File: config.mk
export PLATFORM = sky130hd
export DESIGN_NAME = fetch_unit
export DESIGN_NICKNAME = d
export VERILOG_FILES = /design/src/rtl/fetch_unit.sv
export SDC_FILE = /design/constraint.sdc
export NUM_CORES = 1
export LEC_CHECK = 0
export CORE_MARGIN = 5
export CORE_UTILIZATION = 45
export CTS_CLUSTER_DIAMETER = 120
export CTS_CLUSTER_SIZE = 10
export DETAILED_ROUTE_END_ITERATION = 10
export HOLD_SLACK_MARGIN = 0.1
export PLACE_DENSITY_LB_ADDON = 0.08
export RECOVER_POWER = 100
export SYNTH_ARGS = -nofsm -noshare
export SYNTH_HDL_FRONTEND = slang
export SYNTH_SLANG_ARGS = --single-unit
File: constraint.sdc
create_clock -name clk -period 2.25 [get_ports clk]
set_clock_uncertainty 0.2 [all_clocks]
set_input_delay 0.45 -clock clk [delete_from_list [all_inputs] [get_ports clk]]
set_output_delay 0.45 -clock clk [all_outputs]
set_load 0.005 [all_outputs]
File: src/rtl/fetch_unit.sv
// fetch_unit: owns the PC, reads the program ROM and hands instructions to
// decode over a valid/ready handshake. Execute may redirect the PC.
// Ports:
//   clk, rst (async, active-low), start (restart pulse)
//   rom_line / rom_data        : ROM address out, instruction in (same cycle)
//   ir_valid / ir_ready        : handshake to decode
//   ir_data / ir_pc            : held instruction and its line number
//   redirect_valid / _target   : jump request from execute
//   done / fault               : fetch stopped / bad jump target seen (sticky)
// Optional: FETCH_PERFCNT_EN adds perf_fetched and perf_stall counters.
module fetch_unit #(
   parameter int          PROG_LEN = 65,
   parameter logic [7:0]  RESET_PC = 8'd0
) (
   input  logic       clk,
   input  logic       rst,
   input  logic       start,
   output logic [7:0] rom_line,
   input  logic [7:0] rom_data,
   output logic       ir_valid,
   input  logic       ir_ready,
   output logic [7:0] ir_data,
   output logic [7:0] ir_pc,
   input  logic       redirect_valid,
   input  logic [7:0] redirect_target,
   output logic       done,
`ifdef FETCH_PERFCNT_EN
   output logic [15:0] perf_fetched,
   output logic [15:0] perf_stall,
`endif
   output logic       fault
);

   typedef enum logic [1:0] {
      S_IDLE,
      S_RUN,
      S_DONE
   } state_t;

   localparam logic [7:0] LAST = 8'(PROG_LEN - 1);

   state_t     r_state;
   logic [7:0] r_pc;
   logic [7:0] r_ir;
   logic [7:0] r_ir_pc;
   logic       r_valid;
   logic       r_done;
   logic       r_fault;

   logic w_redir;
   logic w_tgt_ok;
   logic w_load;
   logic w_start;

   // Redirect is ignored while idle and always beats load, stall and start.
   assign w_redir  = redirect_valid && (r_state != S_IDLE);
   assign w_tgt_ok = {1'b0, redirect_target} < 9'(PROG_LEN);
   assign w_load   = (r_state == S_RUN) && !w_redir
                     && (!r_valid || ir_ready);
   assign w_start  = start && (r_state != S_RUN) && !w_redir;

   always_ff @(posedge clk or negedge rst) begin
      if (!rst) begin
         r_state <= S_IDLE;
         r_pc    <= RESET_PC;
         r_ir    <= 8'd0;
         r_ir_pc <= 8'd0;
         r_valid <= 1'b0;
         r_done  <= 1'b0;
         r_fault <= 1'b0;
      end else if (w_redir) begin
         r_valid <= 1'b0;
         if (w_tgt_ok) begin
            r_pc    <= redirect_target;
            r_state <= S_RUN;
            r_done  <= 1'b0;
         end else begin
            r_state <= S_DONE;
            r_done  <= 1'b1;
            r_fault <= 1'b1;
         end
      end else begin
         unique case (r_state)
            S_RUN: begin
               if (w_load) begin
                  r_ir    <= rom_data;
                  r_ir_pc <= r_pc;
                  r_valid <= 1'b1;
                  // Last line: stop here, the PC never walks past the end.
                  if (r_pc == LAST) begin
                     r_state <= S_DONE;
                     r_done  <= 1'b1;
                  end else begin
                     r_pc <= r_pc + 8'd1;
                  end
               end
            end
            S_IDLE, S_DONE: begin
               if (r_valid && ir_ready)
                  r_valid <= 1'b0;
               if (w_start) begin
                  r_state <= S_RUN;
                  r_pc    <= RESET_PC;
                  r_fault <= 1'b0;
                  r_done  <= 1'b0;
               end
            end
            default: r_state <= S_IDLE;
         endcase
      end
   end

`ifdef FETCH_PERFCNT_EN
   logic [15:0] r_perf_fetched;
   logic [15:0] r_perf_stall;
   logic        w_stall;

   assign w_stall = r_valid && !ir_ready;

   always_ff @(posedge clk or negedge rst) begin
      if (!rst) begin
         r_perf_fetched <= 16'd0;
         r_perf_stall   <= 16'd0;
      end else if (w_start) begin
         r_perf_fetched <= 16'd0;
         r_perf_stall   <= 16'd0;
      end else begin
         if (w_load && (r_perf_fetched != 16'hFFFF))
            r_perf_fetched <= r_perf_fetched + 16'd1;
         if (w_stall && (r_perf_stall != 16'hFFFF))
            r_perf_stall <= r_perf_stall + 16'd1;
      end
   end

   assign perf_fetched = r_perf_fetched;
   assign perf_stall   = r_perf_stall;
`else
   // Performance counters are not built in this configuration.
`endif

   assign rom_line = r_pc;
   assign ir_valid = r_valid;
   assign ir_data  = r_ir;
   assign ir_pc    = r_ir_pc;
   assign done     = r_done;
   assign fault    = r_fault;

endmodule

==> impl_metrics.toml <==
[timing]
layout_min_cycle_time_ps = 2150
fin_setup_tns_ps = 0
setup_viol = 0
finalCritPeriodShare_pct = 95.7
worst_slew_pin_slew_ps = 711
final_hold_viol_count = 0
rsz0062_at_grt = "no"
finalMaxSlewViolations = 0
max_freq_mhz = 464
slew-limit-headroom_pct = 52.6
whs_ps = 303

[power]
ir_drop_mv = 0.545
powerDensity_mw_per_mm2 = 1170
p_leak_nw = 0.982
total_power_mw = 2.57

[job]
max_cap_viol_count = 0

[drt]
via_per_inst = 5.19
drcViolationCount = 0
wl_mm = 3.51
wire_per_inst_um = 14.4
final_antenna_net_count = 0
vias = 1262
drt_iter0_markers = 66
firstDrtPassIters = 4

[finish]
antenna_cells = 0
drive_gt1_share_pct = 27.4
final_cells = 243
synthToLayoutAreaGrowth_pct = 47.1
final_nets = 219
fin_area_mm2 = 0.00220

[logic_synthesis]
synth_commonest_cells = "29 x dfrtp_1, 16 x mux2_2, 11 x nand2_1"
synth_fa_ha_area_share_pct = 1.68
yosysTopAreaCell = "dfrtp_1"
synthMuxAreaShare_pct = 17.4
synth-edff-count = 0
synth_most_common_cell = "dfrtp_1"
async_reset_ff_share_pct = 100
synth_fp_nets = 148
synth_top_family_by_area = "multiplexers"
synthSimpleGateAreaFrac_pct = 14.0
ys_seq_area_share_pct = 48.6
synth_top_area_share_pct = 48.6
synthTopCellsByArea = "dfrtp_1 49%, mux2_2 12%, mux2_4 4.0%"
synthXorXnorAreaFrac_pct = 1.76
ys.flop_type = "dfrtp_1"
synth_warnings = 0
ys_ff_latch = 29
synth_compound_area_share_pct = 14.0
yosysUniqueCellTypes = 39
synth_cells = 125
syn_area_mm2 = 0.00149
syn_avg_cell_area_um2 = 12.0

[global_routing]
grt_overflow_total = 0
grt_usage_pct = 17.3
grt_pass1_wl_mm = 5.69
antenna_found_initial = 0
grt_max_degree = 30
grt_pass1_vias = 1255

[place]
place_inst = 235
place_area_mm2 = 0.00218
dp_hpwl_mm = 2.64
gp_congestion = 0.898
io_buffers = 47

[floorplanning]
die_area_mm2 = 0.00457
core-area_mm2 = 0.00328
rows = 21
start_util_pct = 45.5
die_h_um = 67.6
die_w_um = 67.6
ios = 48

[setup_path]
r2r-start = "rom_line[1]"
path_max_fanout = 6
cp-end-kind = "output port"
rrSetupSlack_ps = 160
reg2reg_to = "rom_line[1]"
worstPathRequired_ps = 1600
r2r_cells = 8
crit_arrival_ps = 1500
start_kind = "flop"
path_class = "flop to output port"

[clock_tree]
clk_pin_slew_worst_paths_ps = 80
clock_latency_ps = 330
htree_num_levels = 2
cts_hold_buf = 0
cts_root_buf = "clkbuf_4"
cts_sinks = 29
clockBufferDepth = 2
numCtsBuffers = 5
cts_tree = "built"

[worst_hold_path]
hp-start = "ir_data[6]"
min_delay_path_depth = 1
holdPathEnd = "ir_data[6]"
hp-class = "flop to flop"

[status]
status = "finished, final reports clean"
## cell type report
class | instances | area, um^2
clock buffers | 6 | 41.3
multi-input cells | 87 | 736
flip-flops and latches | 29 | 727
clock inverters | 2 | 10.0
inverters | 4 | 15.0
fillers | 257 | 1090
repair buffers | 69 | 611
well taps | 46 | 57.6
## per-stage QoR
| stage | utilization, % | worst slack [ps] |
|---|---|---|
| floorplan | - | 220 |
| global placement | 66.2 | -231 |
| detailed placement | 66.2 | -278 |
| CTS | 67.8 | 73.2 |
| global route | 66.9 | 7.78 |
| finish | 66.9 | 96.8 |
## cells by family after synthesis
logic type	count (synthesis)
simple gates	36
flops	29
compound gates	24
mux	22
buf+inv	9
xor+xnor	3
fa+ha+maj	2
## power by group
group          internal [mW]  total [mW]  switching, mW  leakage (nW)
sequential             0.746       0.915          0.169         0.361
clock                  0.119       0.298          0.179        0.0320
combinational          0.810        1.36          0.551         0.588
total                   1.68        2.57          0.899         0.982
## flip-flops by register name (all words and copies together), names as in the netlist
name and count:
r_state 2, ir_valid 1, rom_line 8, done 1, ir_data 8, ir_pc 8
fault 1
## placed cells by master, fill, tap and decap left out, types with 2 or more instances in the layout
cell type        netlist  routed
a211o_1                2       2
a21oi_1                3       3
a311o_1                2       2
a31oi_1                2       2
and3_1                 3       3
buf_4                  0      14
clkbuf_1               1       5
clkbuf_2               0       4
clkbuf_4               0       5
clkdlybuf4s50_1        0      24
clkinv_2               0       2
dfrtp_1               29      28
dlygate4sd3_1          0      23
ha_1                   2       2
inv_1                  4       4
mux2_2                16      16
mux2_4                 4       4
mux2i_1                2       2
nand2_1               11      11
nand2b_1               4       4
nand3_1                3       3
nor2_1                 3       3
nor2b_1                2       2
o21ai_0                6       6
or3_1                  2       2
xor2_1                 2       2
## critical path: stages, from the launching register on
cell and delay (ps):
dfrtp_1 350, clkbuf_1 260, clkdlybuf4s50_1 570
## repair_timing
item / CTS / global route
resized for setup: 0 / 2
setup endpoints to repair: 0 / 5
setup buffers: 0 / 0
## per-layer routing
layer,track usage [%],vias up,share of wire (%)
li1,-,604,-
met1,19.7,599,41
met2,28.9,49,47
met3,4.99,10,8.5
met4,9.62,0,3.5
met5,0,-,0
## worst max-delay path by stage
stage / startpoint / end / slack [ps]
2_1_floorplan: redirect_target[5] / rom_line[2] / 220
6_report: rom_line[6] / rom_line[6] / 100
3_5_place_dp: redirect_target[5] / rom_line[2] / -280
3_3_place_gp: redirect_target[5] / rom_line[6] / -230
5_1_grt: redirect_target[5] / rom_line[1] / 8
4_1_cts: redirect_target[5] / rom_line[6] / 70
(Power assumes the default switching activity.)
